--- src/rtl/rv32i_mc_core_if.sv ---
// Instruction and data bus bundle for rv32i_mc_core.
// Ports: imem_req/imem_addr -> imem_ready/imem_rdata (fetch side);
//        dmem_req/we/be/addr/wdata -> dmem_ready/dmem_rdata (data side).
interface rv32i_mc_core_if;
  logic        imem_req;
  logic [31:0] imem_addr;
  logic        imem_ready;
  logic [31:0] imem_rdata;
  logic        dmem_req;
  logic        dmem_we;
  logic [3:0]  dmem_be;
  logic [31:0] dmem_addr;
  logic [31:0] dmem_wdata;
  logic        dmem_ready;
  logic [31:0] dmem_rdata;

  modport master (
    output imem_req, imem_addr, input imem_ready, imem_rdata,
    output dmem_req, dmem_we, dmem_be, dmem_addr, dmem_wdata,
    input  dmem_ready, dmem_rdata
  );

  modport slave (
    input  imem_req, imem_addr, output imem_ready, imem_rdata,
    input  dmem_req, dmem_we, dmem_be, dmem_addr, dmem_wdata,
    output dmem_ready, dmem_rdata
  );
endinterface

--- src/rtl/rv32i_mc_core.sv ---
// Multi-cycle RV32I core: FETCH -> EXEC -> (MEM) -> WB, halting on ECALL/EBREAK, illegal or misaligned.
// Ports: clk, rst (async, active-high), bus (master side of rv32i_mc_core_if),
//        pc, retire (pulse per retired instruction), halted / halt_cause (0 ecall/ebreak, 1 illegal, 2 misaligned).
module rv32i_mc_core #(
  parameter logic [31:0] RESET_PC      = 32'h0000_0000,
  parameter bit          TRAP_MISALIGN = 1'b1
) (
  input  logic                   clk,
  input  logic                   rst,
  rv32i_mc_core_if.master        bus,
  output logic [31:0]            pc,
  output logic                   retire,
  output logic                   halted,
  output logic [1:0]             halt_cause
);
  typedef enum logic [2:0] {S_FETCH, S_EXEC, S_MEM, S_WB, S_HALT} state_t;

  localparam logic [6:0] OP_LUI = 7'b0110111, OP_AUIPC = 7'b0010111, OP_JAL  = 7'b1101111,
                         OP_JALR = 7'b1100111, OP_BR   = 7'b1100011, OP_LOAD = 7'b0000011,
                         OP_STORE = 7'b0100011, OP_IMM = 7'b0010011, OP_REG  = 7'b0110011,
                         OP_FENCE = 7'b0001111, OP_SYS = 7'b1110011;

  state_t      state, state_nx;
  logic [31:0] instr;
  logic [31:0] rf [0:31];
  logic [31:0] res_q, npc_q, addr_q, wdata_q;
  logic [3:0]  be_q;
  logic        we_q;
  logic [1:0]  cause_nx;

  logic [6:0]  opc, f7;
  logic [2:0]  f3;
  logic [4:0]  rd, rs1, rs2;
  logic [31:0] rs1_v, rs2_v, imm_i, imm_s, imm_b, imm_u, imm_j;
  logic [31:0] alu_b, alu, addr, target, result, wdata, ld_sh, ld_val;
  logic [1:0]  off;
  logic [3:0]  be;
  logic        legal, is_sys, is_mem, is_store, wr_rd, taken, cond, mis;

  assign opc   = instr[6:0];
  assign f3    = instr[14:12];
  assign f7    = instr[31:25];
  assign rd    = instr[11:7];
  assign rs1   = instr[19:15];
  assign rs2   = instr[24:20];
  assign rs1_v = (rs1 == 5'd0) ? 32'd0 : rf[rs1];
  assign rs2_v = (rs2 == 5'd0) ? 32'd0 : rf[rs2];
  assign imm_i = {{20{instr[31]}}, instr[31:20]};
  assign imm_s = {{20{instr[31]}}, instr[31:25], instr[11:7]};
  assign imm_b = {{19{instr[31]}}, instr[31], instr[7], instr[30:25], instr[11:8], 1'b0};
  assign imm_u = {instr[31:12], 12'd0};
  assign imm_j = {{11{instr[31]}}, instr[31], instr[19:12], instr[20], instr[30:21], 1'b0};

  // Decode / execute datapath; only sampled while the FSM sits in EXEC.
  always_comb begin
    legal = 1'b0; is_sys = 1'b0; is_mem = 1'b0; is_store = 1'b0;
    wr_rd = 1'b0; taken = 1'b0; result = 32'd0; target = pc + imm_b;
    alu_b = (opc == OP_REG) ? rs2_v : imm_i;
    case (f3)
      3'd0:    alu = (opc == OP_REG && f7[5]) ? rs1_v - alu_b : rs1_v + alu_b;
      3'd1:    alu = rs1_v << alu_b[4:0];
      3'd2:    alu = {31'd0, $signed(rs1_v) < $signed(alu_b)};
      3'd3:    alu = {31'd0, rs1_v < alu_b};
      3'd4:    alu = rs1_v ^ alu_b;
      3'd5:    alu = f7[5] ? 32'($signed(rs1_v) >>> alu_b[4:0]) : rs1_v >> alu_b[4:0];
      3'd6:    alu = rs1_v | alu_b;
      default: alu = rs1_v & alu_b;
    endcase
    case (f3)
      3'd0:    cond = (rs1_v == rs2_v);
      3'd1:    cond = (rs1_v != rs2_v);
      3'd4:    cond = $signed(rs1_v) <  $signed(rs2_v);
      3'd5:    cond = $signed(rs1_v) >= $signed(rs2_v);
      3'd6:    cond = rs1_v <  rs2_v;
      3'd7:    cond = rs1_v >= rs2_v;
      default: cond = 1'b0;
    endcase
    addr = rs1_v + ((opc == OP_STORE) ? imm_s : imm_i);
    case (opc)
      OP_LUI:   begin legal = 1'b1; wr_rd = 1'b1; result = imm_u; end
      OP_AUIPC: begin legal = 1'b1; wr_rd = 1'b1; result = pc + imm_u; end
      OP_JAL:   begin legal = 1'b1; wr_rd = 1'b1; result = pc + 32'd4; taken = 1'b1; target = pc + imm_j; end
      OP_JALR:  begin
        legal = (f3 == 3'd0); wr_rd = 1'b1; result = pc + 32'd4; taken = 1'b1;
        target = (rs1_v + imm_i) & ~32'd1;
      end
      OP_BR:    begin legal = (f3 != 3'd2) && (f3 != 3'd3); taken = cond; end
      OP_LOAD:  begin legal = (f3 != 3'd3) && (f3 != 3'd6) && (f3 != 3'd7); is_mem = 1'b1; wr_rd = 1'b1; end
      OP_STORE: begin legal = (f3 < 3'd3); is_mem = 1'b1; is_store = 1'b1; end
      OP_IMM:   begin
        legal  = (f3 == 3'd1) ? (f7 == 7'd0) :
                 (f3 == 3'd5) ? (f7 == 7'd0 || f7 == 7'b0100000) : 1'b1;
        wr_rd  = 1'b1; result = alu;
      end
      OP_REG:   begin
        legal  = (f7 == 7'd0) || (f7 == 7'b0100000 && (f3 == 3'd0 || f3 == 3'd5));
        wr_rd  = 1'b1; result = alu;
      end
      OP_FENCE: legal = 1'b1;
      // Only ECALL (imm 0) and EBREAK (imm 1) with all other fields zero are accepted.
      OP_SYS:   begin is_sys = (instr[31:7] == 25'd0) || (instr[31:7] == 25'h0002000); legal = is_sys; end
      default:  legal = 1'b0;
    endcase
    // Lane offset: misaligned halves/words are forced onto their natural boundary,
    // which only matters when misalignment does not trap.
    off = (f3[1:0] == 2'd2) ? 2'd0 : (f3[1:0] == 2'd1) ? {addr[1], 1'b0} : addr[1:0];
    mis = TRAP_MISALIGN &&
          ((is_mem && ((f3[1:0] == 2'd2 && addr[1:0] != 2'd0) || (f3[1:0] == 2'd1 && addr[0]))) ||
           (taken && target[1:0] != 2'd0));
    case (f3[1:0])
      2'd0:    begin be = 4'b0001 << off; wdata = {4{rs2_v[7:0]}}; end
      2'd1:    begin be = off[1] ? 4'b1100 : 4'b0011; wdata = {2{rs2_v[15:0]}}; end
      default: begin be = 4'b1111; wdata = rs2_v; end
    endcase
  end

  // Load lane extraction from the word returned in MEM.
  always_comb begin
    ld_sh = bus.dmem_rdata >> {addr_q[1:0], 3'b000};
    case (f3)
      3'd0:    ld_val = {{24{ld_sh[7]}}, ld_sh[7:0]};
      3'd1:    ld_val = {{16{ld_sh[15]}}, ld_sh[15:0]};
      3'd4:    ld_val = {24'd0, ld_sh[7:0]};
      3'd5:    ld_val = {16'd0, ld_sh[15:0]};
      default: ld_val = ld_sh;
    endcase
  end

  always_ff @(posedge clk or posedge rst) begin
    if (rst) state <= S_FETCH;
    else     state <= state_nx;
  end

  always_comb begin
    state_nx = state;
    cause_nx = 2'd0;
    case (state)
      S_FETCH: if (bus.imem_ready) state_nx = S_EXEC;
      S_EXEC: begin
        if (!legal)      begin state_nx = S_HALT; cause_nx = 2'd1; end
        else if (is_sys) begin state_nx = S_HALT; cause_nx = 2'd0; end
        else if (mis)    begin state_nx = S_HALT; cause_nx = 2'd2; end
        else if (is_mem) state_nx = S_MEM;
        else             state_nx = S_WB;
      end
      S_MEM:   if (bus.dmem_ready) state_nx = S_WB;
      S_WB:    state_nx = S_FETCH;
      default: state_nx = S_HALT;
    endcase
  end

  // Reset holds the state at FETCH, so the fetch request is also masked by rst itself.
  assign bus.imem_req   = (state == S_FETCH) && !rst;
  assign bus.imem_addr  = pc;
  assign bus.dmem_req   = (state == S_MEM);
  assign bus.dmem_we    = (state == S_MEM) && we_q;
  assign bus.dmem_be    = ((state == S_MEM) && we_q) ? be_q : 4'd0;
  assign bus.dmem_addr  = {addr_q[31:2], 2'b00};
  assign bus.dmem_wdata = wdata_q;
  assign retire         = (state == S_WB);
  assign halted         = (state == S_HALT);

  always_ff @(posedge clk or posedge rst) begin
    if (rst) begin
      pc <= RESET_PC; instr <= 32'd0; halt_cause <= 2'd0;
      res_q <= 32'd0; npc_q <= 32'd0; addr_q <= 32'd0; wdata_q <= 32'd0; be_q <= 4'd0; we_q <= 1'b0;
      for (int i = 0; i < 32; i++) rf[i] <= 32'd0;
    end else begin
      case (state)
        S_FETCH: if (bus.imem_ready) instr <= bus.imem_rdata;
        S_EXEC: begin
          res_q   <= result;
          npc_q   <= taken ? {target[31:2], 2'b00} : pc + 32'd4;
          addr_q  <= {addr[31:2], off};
          be_q    <= be;
          wdata_q <= wdata;
          we_q    <= is_store;
          if (state_nx == S_HALT) halt_cause <= cause_nx;
        end
        S_MEM: if (bus.dmem_ready && !we_q) res_q <= ld_val;
        S_WB: begin
          pc <= npc_q;
          if (wr_rd && rd != 5'd0) rf[rd] <= res_q;
        end
        default: ;
      endcase
    end
  end
endmodule

--- src/flat_wrapper.sv ---
// flat-port wrapper written by rule: the top's interface ports become plain ports
module rv32i_mc_core_flat 
#(
  parameter logic [31:0] RESET_PC      = 32'h0000_0000,
  parameter bit          TRAP_MISALIGN = 1'b1
)
  (clk, rst, pc, retire, halted, halt_cause, bus_imem_req, bus_imem_addr, bus_imem_ready, bus_imem_rdata, bus_dmem_req, bus_dmem_we, bus_dmem_be, bus_dmem_addr, bus_dmem_wdata, bus_dmem_ready, bus_dmem_rdata);
  rv32i_mc_core_if bus_i ();
  input  logic clk;
  input  logic rst;
  output logic [31:0] pc;
  output logic retire;
  output logic halted;
  output logic [1:0] halt_cause;
  output wire logic [$bits(bus_i.imem_req)-1:0] bus_imem_req;
  output wire logic [$bits(bus_i.imem_addr)-1:0] bus_imem_addr;
  input wire logic [$bits(bus_i.imem_ready)-1:0] bus_imem_ready;
  input wire logic [$bits(bus_i.imem_rdata)-1:0] bus_imem_rdata;
  output wire logic [$bits(bus_i.dmem_req)-1:0] bus_dmem_req;
  output wire logic [$bits(bus_i.dmem_we)-1:0] bus_dmem_we;
  output wire logic [$bits(bus_i.dmem_be)-1:0] bus_dmem_be;
  output wire logic [$bits(bus_i.dmem_addr)-1:0] bus_dmem_addr;
  output wire logic [$bits(bus_i.dmem_wdata)-1:0] bus_dmem_wdata;
  input wire logic [$bits(bus_i.dmem_ready)-1:0] bus_dmem_ready;
  input wire logic [$bits(bus_i.dmem_rdata)-1:0] bus_dmem_rdata;
  assign bus_imem_req = bus_i.imem_req;
  assign bus_imem_addr = bus_i.imem_addr;
  assign bus_i.imem_ready = bus_imem_ready;
  assign bus_i.imem_rdata = bus_imem_rdata;
  assign bus_dmem_req = bus_i.dmem_req;
  assign bus_dmem_we = bus_i.dmem_we;
  assign bus_dmem_be = bus_i.dmem_be;
  assign bus_dmem_addr = bus_i.dmem_addr;
  assign bus_dmem_wdata = bus_i.dmem_wdata;
  assign bus_i.dmem_ready = bus_dmem_ready;
  assign bus_i.dmem_rdata = bus_dmem_rdata;
  rv32i_mc_core #(.RESET_PC(RESET_PC), .TRAP_MISALIGN(TRAP_MISALIGN)) u_core (.clk(clk), .rst(rst), .bus(bus_i), .pc(pc), .retire(retire), .halted(halted), .halt_cause(halt_cause));
endmodule
--- config.mk ---
export PLATFORM = sky130hd
export DESIGN_NAME = rv32i_mc_core_flat
export DESIGN_NICKNAME = d
export VERILOG_FILES = /design/src/rtl/rv32i_mc_core_if.sv /design/src/rtl/rv32i_mc_core.sv /design/src/flat_wrapper.sv
export SDC_FILE = /design/constraint.sdc
export NUM_CORES = 2
export LEC_CHECK = 0
export ABC_CLOCK_PERIOD_IN_PS = 90200
export CAP_MARGIN = 5
export CORE_MARGIN = 3
export CORE_UTILIZATION = 48
export DETAILED_ROUTE_END_ITERATION = 10
export GPL_TIMING_DRIVEN = 0
export MAX_ROUTING_LAYER = met4
export PLACE_DENSITY_LB_ADDON = 0.05
export SYNTH_ARGS = -nofsm -noshare
export SYNTH_HDL_FRONTEND = slang
export SYNTH_SLANG_ARGS = --single-unit
--- constraint.sdc ---
create_clock -name clk -period 90.2 [get_ports clk]
set_input_delay 27.06 -clock clk [delete_from_list [all_inputs] [get_ports clk]]
set_output_delay 27.06 -clock clk [all_outputs]
set_load 0.01 [all_outputs]
==> reports/qor.csv <==
metric,value,unit
Post-synth EDFFs,0,
total CTS buffers,142,
Clock Sinks,1226,
fin nets,8000,
Post-DRT Antenna Nets,0,
initial antenna violation count,51,
# H-tree levels,4,
total negative slack,0,ns
Syn Area/Cell,11.06,um^2
CP Data Arrival Time,29.01,ns
core area,165700,um^2
Setup crit start kind,primary input,
full die area,172700,um^2
"Cell Area, Synth",80510,um^2
Clock Latency Late Sink,0.86,ns
status,finished with violations,
CP Max Fanout,2,
Slew HR,-9.827,%
Pre-antenna DRT Iters,7,
Final Cycle Share,62.16,%
Routed WL,467000,um
final setup fails,0,
first-pass GRT wire length,619600,um
total global routing overflow,0,
largest net degree at the start of global routing,134,
Detailed Place HPWL,348000,um
# fillers,14325,
Layout area overhead,13.93,%
drt first-iter violations,12233,
die height,415.6,um
Crit Path Class,in2out,
cell count after synthesis,7278,
"commonest cells after routing, fill and taps aside","dfrtp_1 (1226), mux2_2 (1106), clkbuf_1 (482), nand2_1 (419), mux2i_1 (401)",
"CTS clk-pin slew, worst paths",0.06,ns
"Hold Violations, Final",0,
Finished Layout Cells,10073,
largest area contributor in the netlist,dfrtp_1,
FF/Latch Area,30680,um^2
Max Clock Skew,0.03632,ns
Cell variety after synth,98,
number of synthesized register bits,1226,
Max IR drop VDD,28.44,uV
FP Rows,149,
element type at the critical path end,output pin,
Die Span X,415.6,um
"top cells by area, synth","dfrtp_1 (38%), mux2_2 (15%), mux4_2 (10%), mux2i_1 (5.0%), ha_1 (3.3%)",
per-cell routed wire length,46.36,um
area of the multi-input gates,46070,um^2
hold_buf cts,0,
Max clock buf depth,3,
Main synth FF type,dfrtp_1,
top cell type's share of synthesized area,38.10,%
post-CTS setup buffer count,0,
"commonest non-fill, non-tap cell in the layout",dfrtp_1,
CTS Root Cell,clkbuf_16,
TritonCTS clock tree,done,
Initial Util,48.58,%
Final min period,56.07,ns
sequential share of the synthesized area,38.10,%
"Req. time, crit path",63.14,ns
Placer Congestion,1.107,
FMAX,17.84,MHz
# IOs,207,
vias post-DR,75110,
number of global-route vias before repair,71372,
Slew Limit Fails,244,
Ys Warns,0,
RSZ-0062 raised after global routing,no,
CTS resizes,0,
DP Cell Count,9743,
Total Routing Usage GR,54.37,%
Vias/cell,7.457,
PortBufs,204,
Static Leak,0.04075,uW
DRC,0,
HP Class,reg2reg,
failing checks,"capacitance limit, slew limit",
share of layout cells above drive strength 1,26.89,%
Worst-Margin Slew,1.647,ns
pwr dens,27.95,nW/um^2
Async SR Flop Fraction,100.0,%
Max-cap violations,29,
==> area by class of cell <==
class,count,area share [%]
Timing Repair Buffer,290,3.707
Inverter,152,0.6302
Antenna cell,70,0.1910
Sequential cell,1226,33.45
Tap cell,2189,2.986
Multi-Input combinational cell,5177,50.23
Clock inverter,41,0.5483
Buffer,724,3.746
Clock buffer,204,4.522
==> cell usage after synthesis (37+ instances only) <==
library cell  instances
dfrtp_1            1226
mux2_2             1106
clkbuf_1            477
nand2_1             419
mux2i_1             401
o21ai_0             393
mux4_2              365
a21oi_1             328
nor2_1              324
ha_1                213
inv_1               144
nand3_1             134
a22oi_1             127
buf_4               115
nor3_1              106
xnor2_1             100
o22ai_1              89
o211ai_1             70
buf_2                66
o221ai_1             65
a21o_1               62
a211oi_1             60
xor2_1               59
a31oi_1              53
buf_1                48
o21a_1               44
a221oi_1             41
and3_1               37
==> logic make-up (layout without fill, tap and decap cells) <==
family / count (synthesis) / in the layout / share of synthesized area, %
muxes: 1885 / 1885 / 31.08
buffers and inverters: 876 / 1411 / 4.931
AOI/OAI and AO/OA: 1618 / 1618 / 13.17
adders and majority gates: 219 / 219 / 3.459
and+or+nand+nor: 1294 / 1294 / 7.523
DFF: 1226 / 1226 / 38.10
other: 1 / 72 / 0.004658
xor gates and xnor gates: 159 / 159 / 1.730
==> registers in the layout (all words and copies together), names as in the netlist <==
signal / count
u_core.be_q: 4
u_core.we_q: 1
u_core.addr_q: 32
u_core.instr: 32
u_core.rf: 1024
u_core.npc_q: 32
u_core.halt_cause: 2
u_core.res_q: 32
u_core.bus.imem_addr: 32
u_core.bus.dmem_wdata: 32
u_core.state: 3
==> worst paths after layout <==
path / end / slack [ns] / start / cells after the start
min reg2reg: u_core.rf[1006] / 0.46 / u_core.rf[1006] / 1
min: u_core.rf[1006] / 0.46 / u_core.rf[1006] / 1
max reg2reg: u_core.res_q[31] / 78.06 / u_core.instr[21] / 23
min in group asynchronous: u_core.addr_q[21] / 26.73 / rst / 2
max: bus_imem_req / 34.13 / rst / 3
max in group asynchronous: u_core.rf[161] / 60.39 / rst / 7
==> metrics by stage <==
| stage | utilization (%) | setup WS (ns) | power [uW] | cell area [um^2] | hold slack (ns) |
|---|---|---|---|---|---|
| global route | 55.32 | 34.13 | 2560 | 91690 | 0.4792 |
| floorplan | - | 28.60 | 1229 | 80520 | 0.4246 |
| CTS | 55.08 | 34.21 | 2446 | 91290 | 0.4575 |
| global placement | 51.47 | 14.52 | 1836 | 85300 | 0.4364 |
| detailed placement | 52.28 | 34.22 | 1858 | 86640 | 0.4444 |
| finish | 55.35 | 34.13 | 2564 | 91730 | 0.4604 |
==> where the power goes <==
group          total (uW)  internal, uW  switching [uW]  leakage [uW]
clock network         600           338             262       0.00228
registers             581           562            18.9        0.0170
logic                1380           356            1030        0.0215
total                2560          1260            1310        0.0408
==> critical path, cell delays in order <==
cell	delay, ns
clkdlybuf4s50_1	0.60
nor4_1	0.67
clkdlybuf4s50_1	0.67
==> routing by layer <==
metal | vias up | GRT usage, % | share of wire, %
li1 | 28252 | - | -
met1 | 37791 | 60.64 | 34
met2 | 6767 | 73.30 | 40
met3 | 2300 | 22.53 | 14
met4 | 0 | 50.15 | 12
met5 | - | - | 0
(Power assumes the default switching activity.)
